**config.mk**
```make
export PLATFORM = sky130hd
export DESIGN_NAME = div_seq_flat
export DESIGN_NICKNAME = d
export VERILOG_FILES = /design/src/rtl/div_seq_if.sv /design/src/rtl/div_seq.sv /design/src/flat_wrapper.sv
export SDC_FILE = /design/constraint.sdc
export NUM_CORES = 1
export LEC_CHECK = 0
export ABC_AREA = 1
export ABC_CLOCK_PERIOD_IN_PS = 6800
export BUFFER_PORTS_ARGS = -buffer_cell sky130_fd_sc_hd__buf_2
export CAP_MARGIN = 20
export CORE_ASPECT_RATIO = 0.7
export CORE_MARGIN = 2
export CORE_UTILIZATION = 50
export DETAILED_ROUTE_END_ITERATION = 7
export PLACE_DENSITY = 0.79
export RECOVER_POWER = 25
export SLEW_MARGIN = 20
export SYNTH_ARGS = -nofsm -noshare
export SYNTH_HDL_FRONTEND = slang
export SYNTH_SLANG_ARGS = --single-unit
```
**constraint.sdc**
```tcl
create_clock -name clk -period 6.8 [get_ports clk]
set_clock_uncertainty 0.1 [all_clocks]
set_input_delay 0.34 -clock clk [delete_from_list [all_inputs] [get_ports clk]]
set_output_delay 0.34 -clock clk [all_outputs]
set_load 0.1 [all_outputs]
```
**src/rtl/div_seq_if.sv**
```systemverilog
`default_nettype none
// ============================================================================
// Module      : div_seq_if
// Description : Request/response bundle between the EX stage and the
//               sequential divider (operands, control, result, stall).
// Revision    : 1.0 - initial release
// ============================================================================
interface div_seq_if #(
    parameter int DATA_W = 32
);
    logic                  start_i;
    logic                  annul_i;
    logic                  signed_div_i;
    logic [DATA_W-1:0]     opdata1_i;
    logic [DATA_W-1:0]     opdata2_i;
    logic [2*DATA_W-1:0]   result_o;
    logic                  ready_o;
    logic                  stall_req_o;

    // Pipeline side: issues requests, consumes the result
    modport master (
        output start_i,
        output annul_i,
        output signed_div_i,
        output opdata1_i,
        output opdata2_i,
        input  result_o,
        input  ready_o,
        input  stall_req_o
    );

    // Divider side
    modport slave (
        input  start_i,
        input  annul_i,
        input  signed_div_i,
        input  opdata1_i,
        input  opdata2_i,
        output result_o,
        output ready_o,
        output stall_req_o
    );
endinterface
`default_nettype wire

```
**src/rtl/div_seq.sv**
```systemverilog
`default_nettype none
// ============================================================================
// Module      : div_seq
// Description : Multi-cycle restoring divider (DIV / DIVU), one quotient bit
//               per cycle, result {remainder, quotient}, with annul support.
// Revision    : 1.0 - initial release
// ============================================================================
module div_seq #(
    parameter int DATA_W = 32
) (
    input  wire logic  clk,
    input  wire logic  rst,     // asynchronous, active-low
    div_seq_if.slave   bus
);

    localparam int CNT_W = $clog2(DATA_W) + 1;

    localparam logic [1:0] S_FREE    = 2'd0;
    localparam logic [1:0] S_BY_ZERO = 2'd1;
    localparam logic [1:0] S_ON      = 2'd2;
    localparam logic [1:0] S_END     = 2'd3;

    localparam logic [CNT_W-1:0] C_LAST_STEP = CNT_W'(DATA_W - 1);
    localparam logic [CNT_W-1:0] C_CNT_ONE   = CNT_W'(1);

    logic [1:0]          state_q, state_d;
    logic [CNT_W-1:0]    cnt_q, cnt_d;
    logic [DATA_W-1:0]   rem_q, rem_d;     // partial remainder
    logic [DATA_W-1:0]   quo_q, quo_d;     // dividend bits shift out, quotient bits shift in
    logic [DATA_W-1:0]   dvs_q, dvs_d;     // divisor magnitude
    logic                neg_quo_q, neg_quo_d;
    logic                neg_rem_q, neg_rem_d;
    logic [2*DATA_W-1:0] result_q, result_d;
    logic                ready_q, ready_d;

    logic                w_accept;
    logic                w_div_zero;
    logic [DATA_W-1:0]   w_mag1;
    logic [DATA_W-1:0]   w_mag2;
    logic [DATA_W:0]     w_shift;
    logic [DATA_W:0]     w_diff;
    logic [DATA_W-1:0]   w_rem_step;
    logic [DATA_W-1:0]   w_quo_step;
    logic [DATA_W-1:0]   w_rem_fix;
    logic [DATA_W-1:0]   w_quo_fix;
    logic                w_stall;

    // A request is taken only when it is not being flushed in the same cycle
    assign w_accept   = bus.start_i && !bus.annul_i;
    assign w_div_zero = (bus.opdata2_i == '0);

    // Operand magnitudes: negate negative operands in signed mode
    assign w_mag1 = (bus.signed_div_i && bus.opdata1_i[DATA_W-1]) ? (~bus.opdata1_i + 1'b1)
                                                                    : bus.opdata1_i;
    assign w_mag2 = (bus.signed_div_i && bus.opdata2_i[DATA_W-1]) ? (~bus.opdata2_i + 1'b1)
                                                                    : bus.opdata2_i;

    // One restoring step; the difference is kept DATA_W+1 bits so its MSB is the borrow
    assign w_shift    = {rem_q, quo_q[DATA_W-1]};
    assign w_diff     = w_shift - {1'b0, dvs_q};
    assign w_rem_step = w_diff[DATA_W] ? w_shift[DATA_W-1:0] : w_diff[DATA_W-1:0];
    assign w_quo_step = {quo_q[DATA_W-2:0], ~w_diff[DATA_W]};

    // Sign fixup on the final step: truncating division, remainder follows dividend
    assign w_quo_fix = neg_quo_q ? (~w_quo_step + 1'b1) : w_quo_step;
    assign w_rem_fix = neg_rem_q ? (~w_rem_step + 1'b1) : w_rem_step;

    // FSM state register
    always_ff @(posedge clk or negedge rst) begin
        if (!rst) begin
            state_q <= S_FREE;
        end else begin
            state_q <= state_d;
        end
    end

    // FSM next-state decode
    always_comb begin
        state_d = state_q;
        case (state_q)
            S_FREE: begin
                if (w_accept) begin
                    state_d = w_div_zero ? S_BY_ZERO : S_ON;
                end
            end
            S_BY_ZERO: begin
                state_d = bus.annul_i ? S_FREE : S_END;
            end
            S_ON: begin
                if (bus.annul_i) begin
                    state_d = S_FREE;
                end else if (cnt_q == C_LAST_STEP) begin
                    state_d = S_END;
                end
            end
            S_END: begin
                if (!bus.start_i) begin
                    state_d = S_FREE;
                end
            end
            default: state_d = S_FREE;
        endcase
    end

    // FSM outputs: stall the pipeline while a divide is requested or running
    always_comb begin
        w_stall = 1'b0;
        if (rst && !bus.annul_i) begin
            case (state_q)
                S_FREE:    w_stall = bus.start_i;
                S_BY_ZERO: w_stall = 1'b1;
                S_ON:      w_stall = 1'b1;
                default:   w_stall = 1'b0;
            endcase
        end
    end

    // Datapath next-state: operand capture, iteration, result load/clear
    always_comb begin
        cnt_d     = cnt_q;
        rem_d     = rem_q;
        quo_d     = quo_q;
        dvs_d     = dvs_q;
        neg_quo_d = neg_quo_q;
        neg_rem_d = neg_rem_q;
        result_d  = result_q;
        ready_d   = ready_q;
        case (state_q)
            S_FREE: begin
                if (w_accept && !w_div_zero) begin
                    cnt_d     = '0;
                    rem_d     = '0;
                    quo_d     = w_mag1;
                    dvs_d     = w_mag2;
                    neg_quo_d = bus.signed_div_i &&
                                (bus.opdata1_i[DATA_W-1] ^ bus.opdata2_i[DATA_W-1]);
                    neg_rem_d = bus.signed_div_i && bus.opdata1_i[DATA_W-1];
                end
            end
            S_BY_ZERO: begin
                if (!bus.annul_i) begin
                    result_d = '0;
                    ready_d  = 1'b1;
                end
            end
            S_ON: begin
                if (!bus.annul_i) begin
                    rem_d = w_rem_step;
                    quo_d = w_quo_step;
                    cnt_d = cnt_q + C_CNT_ONE;
                    if (cnt_q == C_LAST_STEP) begin
                        cnt_d    = cnt_q;
                        result_d = {w_rem_fix, w_quo_fix};
                        ready_d  = 1'b1;
                    end
                end
            end
            S_END: begin
                if (!bus.start_i) begin
                    result_d = '0;
                    ready_d  = 1'b0;
                end
            end
            default: begin
                result_d = '0;
                ready_d  = 1'b0;
            end
        endcase
    end

    // Datapath registers
    always_ff @(posedge clk or negedge rst) begin
        if (!rst) begin
            cnt_q     <= '0;
            rem_q     <= '0;
            quo_q     <= '0;
            dvs_q     <= '0;
            neg_quo_q <= 1'b0;
            neg_rem_q <= 1'b0;
            result_q  <= '0;
            ready_q   <= 1'b0;
        end else begin
            cnt_q     <= cnt_d;
            rem_q     <= rem_d;
            quo_q     <= quo_d;
            dvs_q     <= dvs_d;
            neg_quo_q <= neg_quo_d;
            neg_rem_q <= neg_rem_d;
            result_q  <= result_d;
            ready_q   <= ready_d;
        end
    end

    assign bus.result_o    = result_q;
    assign bus.ready_o     = ready_q;
    assign bus.stall_req_o = w_stall;

endmodule
`default_nettype wire

```
**src/flat_wrapper.sv**
```systemverilog
// flat-port wrapper written by rule: the top's interface ports become plain ports
module div_seq_flat 
#(
    parameter int DATA_W = 32
)
  (clk, rst, bus_start_i, bus_annul_i, bus_signed_div_i, bus_opdata1_i, bus_opdata2_i, bus_result_o, bus_ready_o, bus_stall_req_o);
  div_seq_if #(.DATA_W(DATA_W)) bus_i ();
  input  wire logic clk;
  input  wire logic rst;
  input wire logic [$bits(bus_i.start_i)-1:0] bus_start_i;
  input wire logic [$bits(bus_i.annul_i)-1:0] bus_annul_i;
  input wire logic [$bits(bus_i.signed_div_i)-1:0] bus_signed_div_i;
  input wire logic [$bits(bus_i.opdata1_i)-1:0] bus_opdata1_i;
  input wire logic [$bits(bus_i.opdata2_i)-1:0] bus_opdata2_i;
  output wire logic [$bits(bus_i.result_o)-1:0] bus_result_o;
  output wire logic [$bits(bus_i.ready_o)-1:0] bus_ready_o;
  output wire logic [$bits(bus_i.stall_req_o)-1:0] bus_stall_req_o;
  assign bus_i.start_i = bus_start_i;
  assign bus_i.annul_i = bus_annul_i;
  assign bus_i.signed_div_i = bus_signed_div_i;
  assign bus_i.opdata1_i = bus_opdata1_i;
  assign bus_i.opdata2_i = bus_opdata2_i;
  assign bus_result_o = bus_i.result_o;
  assign bus_ready_o = bus_i.ready_o;
  assign bus_stall_req_o = bus_i.stall_req_o;
  div_seq #(.DATA_W(DATA_W)) u_core (.clk(clk), .rst(rst), .bus(bus_i));
endmodule
```
==> metrics.txt, run 1 <==
RSZ-0062 raised after global routing=no; DR pass1 iterations=6; placer congestion estimate=0.967; layout cell share with drive strength beyond 1=9.35%; Worst Hold Launch=bus_opdata2_i[20]; core area=25,700 sq um; syn_nets=2,102; Critical Path Most Common Cell=nand2_1; CTS clk-pin slew, worst paths=0.07 ns; setup tns final=0 ns; DR top layer=met4; die area=27,500 sq um; Clk Latency, worst-skew pair=0.45 ns; HP Class=input pin to register; I/O pin cnt=135; wl on met1=20,800 um; Worst VDD drop=330 uV; CP Max Fanout=40; final worst slack=2.04 ns; outcome=complete, but fails checks; Mapped Area=13,100 sq um; vias in the first global route=12,400; Final period util=69.9%; MaxCap Viol Count=1; Post-synth EDFFs=0; total number of vias=13,700; initial antenna violation count=0; Antenna Nets Post-Route=0; num rows=49; Clock Path Buffers=2; DR WL/cell=17.7 um; Final Max Tran Viols=51; most frequent cells in the layout=nand2_1, inv_1, nor2_1, dfrtp_1, o21ai_0; postcts setup bufs=0; IO Port Bufs=134; commonest non-fill, non-tap cell in the layout=nand2_1; worst reg2reg path depth=24; Post-Route WL=43,200 um; met2 WL post-DR=16,000 um; Ant. Diodes=0; Initial Util=50.9%; hold path depth=3; area grow syn2layout=10.7%; 1st-iter DRT viols=1,676; WS Path Type=register to register; Worst Path Arrival=5.03 ns; failing checks=max-capacitance violations, max-slew violations; asr flop ratio synth=100%; Design Power=6.49 mW; TritonCTS clock tree=yes; routed wl met3=5780 um; global route total overflow=0; Avg Inst Size Synth=6.57 sq um; number of synthesized register bits=171; htree depth=4; hold endpoint=u_core.dvs_q[20]; hpwl dp=33,400 um; Design Area, Final=14,500 sq um; root buffer cell=clkbuf_16; Crit-path slowest cell=nand2_4; routed vias/inst=5.63; final hold vios=0; Critical R2R Launch=u_core.quo_q[31]; synth warn=0; Post-Place Cell Area=14,000 sq um; nets=2,205; prevailing post-synth register cell=dfrtp_1; Setup-failing EPs final=0; GRT Util Overall=32.0%; CP peak stage delay=0.47 ns; Worst setup SP type=register; first-pass GRT wire length=68,400 um; Die Height=139 um; Die Wd=197 um; residual DRC count=0; Tmin final=4.76 ns; worst slew pin tran=2.89 ns; r2r setup slk=2.04 ns; sequential area share after synthesis=32.7%; clock sink count=171; relative slew slack=-92.9%; hold_ws=0.116 ns; Synth cell types=51; pin count of the biggest net entering global routing=73; worst slack, placed=2.17 ns; TritonCTS buffer count=17; reg-to-reg endpoint=u_core.bus.result_o[26]; Critical Path, Cell by Cell=inv_1, ha_1, inv_1, fa_1, nand2_1, nand2_1, nand3_1, nand2_2, nand2_2, nand2_4, nand2_4, nand3_4, nand2_4, ha_1, nand3_1, nor3_1, nand3_1, o31ai_1, nand2_1, a21oi_1, o21ai_0, nand2_1, nand2_1, o21ai_0; Achievable Freq=0.210 GHz; cells after synthesis=1,991; filler instances=2,541; leakage=7.84 nW; Worst EP required=7.07 ns; Setup crit end kind=register; P per Cell Area=448 nW/um^2
## power breakdown
| part | internal, mW | total, mW | switching (mW) |
|---|---|---|---|
| clock | 0.522 | 0.969 | 0.447 |
| combinational | 0.820 | 3.80 | 2.97 |
| sequential | 1.38 | 1.73 | 0.350 |
| total | 2.72 | 6.49 | 3.77 |
## state kept, by name, indices dropped and copies added (netlist names)
signal	cells
u_core.rem_q	32
u_core.dvs_q	32
u_core.cnt_q	6
u_core.neg_rem_q	1
u_core.neg_quo_q	1
u_core.state_q	2
u_core.bus.result_o	64
u_core.quo_q	32
u_core.bus.ready_o	1
## what timing repair did
action	CTS	global route
endpoints found under the hold margin	47	0
hold buffers	1	0
gates resized for setup	0	0
## worst max-delay path, delay by kind of cell, from the launching register on
family / cells / cell delay, ns
buffers and inverters: 2 / 0.16
AND/OR/NAND/NOR: 15 / 2.13
adder cells (fa/ha/maj): 3 / 0.84
flip-flops: 1 / 0.39
AO/OA/AOI/OAI: 4 / 1.04
## through the flow
| stage | cells | util (%) |
|---|---|---|
| after floorplan | 1991 | - |
| after global placement | 2404 | 54.3 |
| final | 2437 | 56.3 |
| after CTS | 2437 | 56.6 |
| after global routing | 2437 | 56.3 |
| after detailed placement | 2405 | 54.4 |
## cells in the mapped netlist (2+ instances only)
cell	count	share of area, %
nand2_1	652	19
inv_1	265	7.6
nor2_1	173	5.0
dfrtp_1	171	33
o21ai_0	153	5.9
nand3_1	113	4.3
xor2_1	54	3.6
a21oi_1	50	1.9
clkbuf_1	46	1.3
ha_1	41	3.9
nor3_1	28	1.1
o22ai_1	25	1.2
nand2_2	24	1.1
o211ai_1	24	1.4
xnor2_1	23	1.5
o21ai_1	16	0.61
nand4_1	15	0.72
inv_2	11	0.32
nor2_2	10	0.48
nand2_4	8	0.69
nand3b_1	8	0.46
nor4_1	8	0.38
o31ai_1	7	0.40
a31oi_1	6	0.29
buf_2	6	0.23
a32o_1	5	0.38
o21ai_2	5	0.33
buf_6	4	0.34
nor2_4	4	0.34
or2_2	4	0.19
a21o_1	3	0.17
a22oi_1	3	0.17
a21oi_4	2	0.25
buf_1	2	0.057
nand3_2	2	0.15
nand3_4	2	0.27
nor3b_1	2	0.11
o21bai_1	2	0.11
o221ai_1	2	0.13
## logic make-up (layout without fill, tap and decap cells)
kind of cell | after synthesis | after routing | synth area share, %
AOI/OAI and AO/OA | 307 | 307 | 13.5
xor gates and xnor gates | 77 | 77 | 5.16
DFF | 171 | 171 | 32.7
buffers and inverters | 336 | 451 | 10.1
adders and majority gates | 42 | 42 | 4.08
and+or+nand+nor | 1058 | 1058 | 34.5
## how the worst max path moves through the flow
stage	from	to	slack, ns
final	u_core.quo_q[31]	u_core.bus.result_o[26]	2.04
after global routing	u_core.quo_q[31]	u_core.bus.result_o[26]	1.68
after CTS	u_core.quo_q[31]	u_core.bus.result_o[26]	2.18
after detailed placement	bus_opdata2_i[17]	u_core.cnt_q[5]	2.17
after global placement	bus_opdata2_i[17]	u_core.cnt_q[5]	2.23
after floorplan	u_core.quo_q[31]	u_core.bus.result_o[26]	2.89
## per-layer routing
| layer | vias up | global-route usage (%) |
|---|---|---|
| met5 | - | 0 |
| met4 | 0 | 6.89 |
| met3 | 60 | 10.1 |
| met2 | 730 | 40.0 |
| met1 | 6385 | 51.9 |
| li1 | 6543 | - |
## area by class of cell
cell class	instances	area [sq um]	area share, %
multi-input cells	1484	7490	51.7
flip-flops and latches	171	4280	29.6
inverters	276	1040	7.16
repair buffers	144	686	4.74
clock buffers	22	494	3.41
well taps	331	414	2.86
clock inverters	9	75.1	0.519
Note: power is estimated with default switching activity, not from simulation.
==> run 2, diff against run 1 <==
ABC_CLOCK_PERIOD_IN_PS = 3900   (was 6800)
PLACE_DENSITY = 0.82   (was 0.79)
clock period = 3.9 ns   (was 6.8 ns; I/O delays follow)
==> run 2 against run 1 <==
Net effect: the run still ends with max-capacitance violations, max-slew violations left; non-clock buffer count grew 25; worst hold slack lost 0.11 ns; combinational power grew 77%; register-to-register slack lost 1.8 ns; flip-flop and latch count is the same; first-iteration DRC count grew 2.5%; clock power grew 70%; power grew 75%; sequential power grew 75%; largest cell class unchanged; highest routed layer is now met5.
==> metrics.txt, run 2 (same netlist as run 1, synthesis figures left out) <==
outcome=complete, but fails checks; failing checks=max-capacitance violations, max-slew violations; IO Port Bufs=134 (unchanged); CTS clk-pin slew, worst paths=0.07 ns (about the same); commonest non-fill, non-tap cell in the layout=nand2_1; worst slew pin tran=1.87 ns (-1.03 ns); Design Area, Final=14,800 sq um (+2.0%); max reg flops=64 (unchanged); clock sink count=171 (unchanged); num rows=49 (unchanged); Worst EP required=4.17 ns (-2.90 ns); Die Wd=197 um (unchanged); DR WL/cell=17.6 um (-0.90%); routed vias/inst=5.58 (-0.81%); Final Max Tran Viols=131 (+160%); leakage=8.03 nW (+2.4%); Clk Latency, worst-skew pair=0.45 ns (about the same); residual DRC count=0 (unchanged); core area=25,700 sq um (unchanged); I/O pin cnt=135 (unchanged); Initial Util=50.9% (unchanged); root buffer cell=clkbuf_16; placer congestion estimate=0.995 (+2.9%); CP Max Fanout=5 (-88%); Ant. Diodes=0 (unchanged); Worst setup SP type=register; Worst VDD drop=558 uV (+69%); relative slew slack=-24.4% (+68 points); hpwl dp=33,600 um (+0.71%); vias in the first global route=12,400 (+0.62%); Post-Route WL=43,300 um (+0.16%); Worst Path Arrival=3.97 ns (-1.06 ns); initial antenna violation count=2 (+2); Setup crit end kind=register; layout cell share with drive strength beyond 1=11.3% (+1.9 points); non-filler cells, final=2,463 (+1.1%); Clock Path Buffers=2 (unchanged); Post-Place Cell Area=14,100 sq um (+0.93%); MaxCap Viol Count=1 (unchanged); first-pass GRT wire length=67,400 um (-1.4%); filler instances=2,478 (-2.5%); area grow syn2layout=12.9%; worst slack, placed=0.0609 ns (-2.11 ns); HP Class=input pin to register; nets=2,230 (+1.1%); global route total overflow=0 (unchanged); 1st-iter DRT viols=1,718 (+2.5%); Final period util=94.7% (+25 points); Tmin final=3.69 ns (-1.06 ns); most frequent cells in the layout=nand2_1, inv_1, nor2_1, dfrtp_1, o21ai_0; WS Path Type=register to register; final hold vios=0 (unchanged); Antenna Nets Post-Route=0 (unchanged); Die Height=139 um (unchanged); Achievable Freq=0.271 GHz (+29%); TritonCTS clock tree=yes; area of the multi-input gates=7540 sq um (+0.67%); Setup-failing EPs final=0 (unchanged); hold_ws=0.00795 ns (-0.108 ns); P per Cell Area=771 nW/um^2 (+72%); final worst slack=0.206 ns (-1.84 ns); TritonCTS buffer count=17 (unchanged); DR pass1 iterations=6 (unchanged); register area=4280 sq um (about the same); htree depth=4 (unchanged); GRT Util Overall=31.6% (-0.34 points); pin count of the biggest net entering global routing=131 (+79%); die area=27,500 sq um (unchanged); total number of vias=13,800 (+0.25%); Post-Place Cells=2,421 (+0.67%)
## run 2: cell count changes in the layout (fill, tap and decap cells not counted), moves of 4 or more
| cell | delta |
|---|---|
| buf_4 | +15 |
| clkbuf_1 | -20 |
| clkbuf_8 | -4 |
| dlygate4sd3_1 | +8 |
| clkinv_4 | +4 |
| buf_2 | +20 |
## run 2: where the power goes
part	total [mW]	switching, mW	leakage, nW	internal, mW
Clock	1.65	0.805	0.267	0.847
Combinational	6.71	5.21	5.52	1.51
Sequential	3.02	0.614	2.25	2.40
Total	11.4	6.62	8.03	4.76
## run 2: per-stage QoR
step	TNS, ns	utilization (%)	power, mW
final	0	57.5	11.4
after global routing	-0.0205	57.5	12.1
after CTS	0	57.4	11.2
after detailed placement	0	54.9	9.57
after global placement	0	54.9	9.46
after floorplan	0	-	7.87
## run 2: critical path, cell delays in order, from the launching register on
cell	delay (ns)
dfrtp_1	0.37
inv_1	0.08
ha_1	0.14
inv_1	0.09
fa_1	0.41
nand2_1	0.10
nand2_1	0.07
nand3_1	0.11
nand2_2	0.08
nand2_2	0.09
nand2_4	0.07
nand2_4	0.09
nand3_4	0.08
nand2_4	0.11
ha_1	0.18
nand3_1	0.12
nor3_2	0.17
nand3_1	0.16
o31ai_2	0.30
nand2_2	0.12
a21oi_4	0.17
o21ai_0	0.14
nand2_1	0.09
nand2_1	0.05
o21ai_0	0.13
## run 2: final timing paths
path                                    startpoint                      end  slack (ns)  cells past startpoint
setup reg to reg                  u_core.quo_q[31]  u_core.bus.result_o[26]        0.21                     24
hold reg to reg            u_core.bus.result_o[62]  u_core.bus.result_o[62]        0.38                      2
min in group asynchronous                      rst         u_core.rem_q[16]        0.12                      2
setup / recovery                  u_core.quo_q[31]  u_core.bus.result_o[26]        0.21                     24
max in group asynchronous                      rst  u_core.bus.result_o[59]        1.26                      3
hold / removal                   bus_opdata2_i[19]         u_core.dvs_q[19]       0.008                      3
## run 2: what timing repair did
action,in CTS,in global routing
endpoints found under the hold margin,49,0
hold buffers,9,0
resized for setup,0,16
setup endpoints to repair,0,29
setup buffers,0,1
## run 2: final cells by class
cell class / instances / share of cell area (%)
tap: 331 / 2.80
timing repair buffer: 169 / 6.36
inverter: 276 / 7.03
multi-input combinational: 1484 / 51.1
sequential: 171 / 29.0
clock buffer: 19 / 3.00
clock inverter: 13 / 0.754
## run 2: layer usage
metal	wire length (um)	share of wire, %	up-vias	track usage, %
met4	468	1.1	6	5.74
met1	20500	47	6330	49.3
li1	-	-	6607	-
met3	6450	15	42	13.6
met2	15800	37	767	39.7
met5	41	0.095	-	0
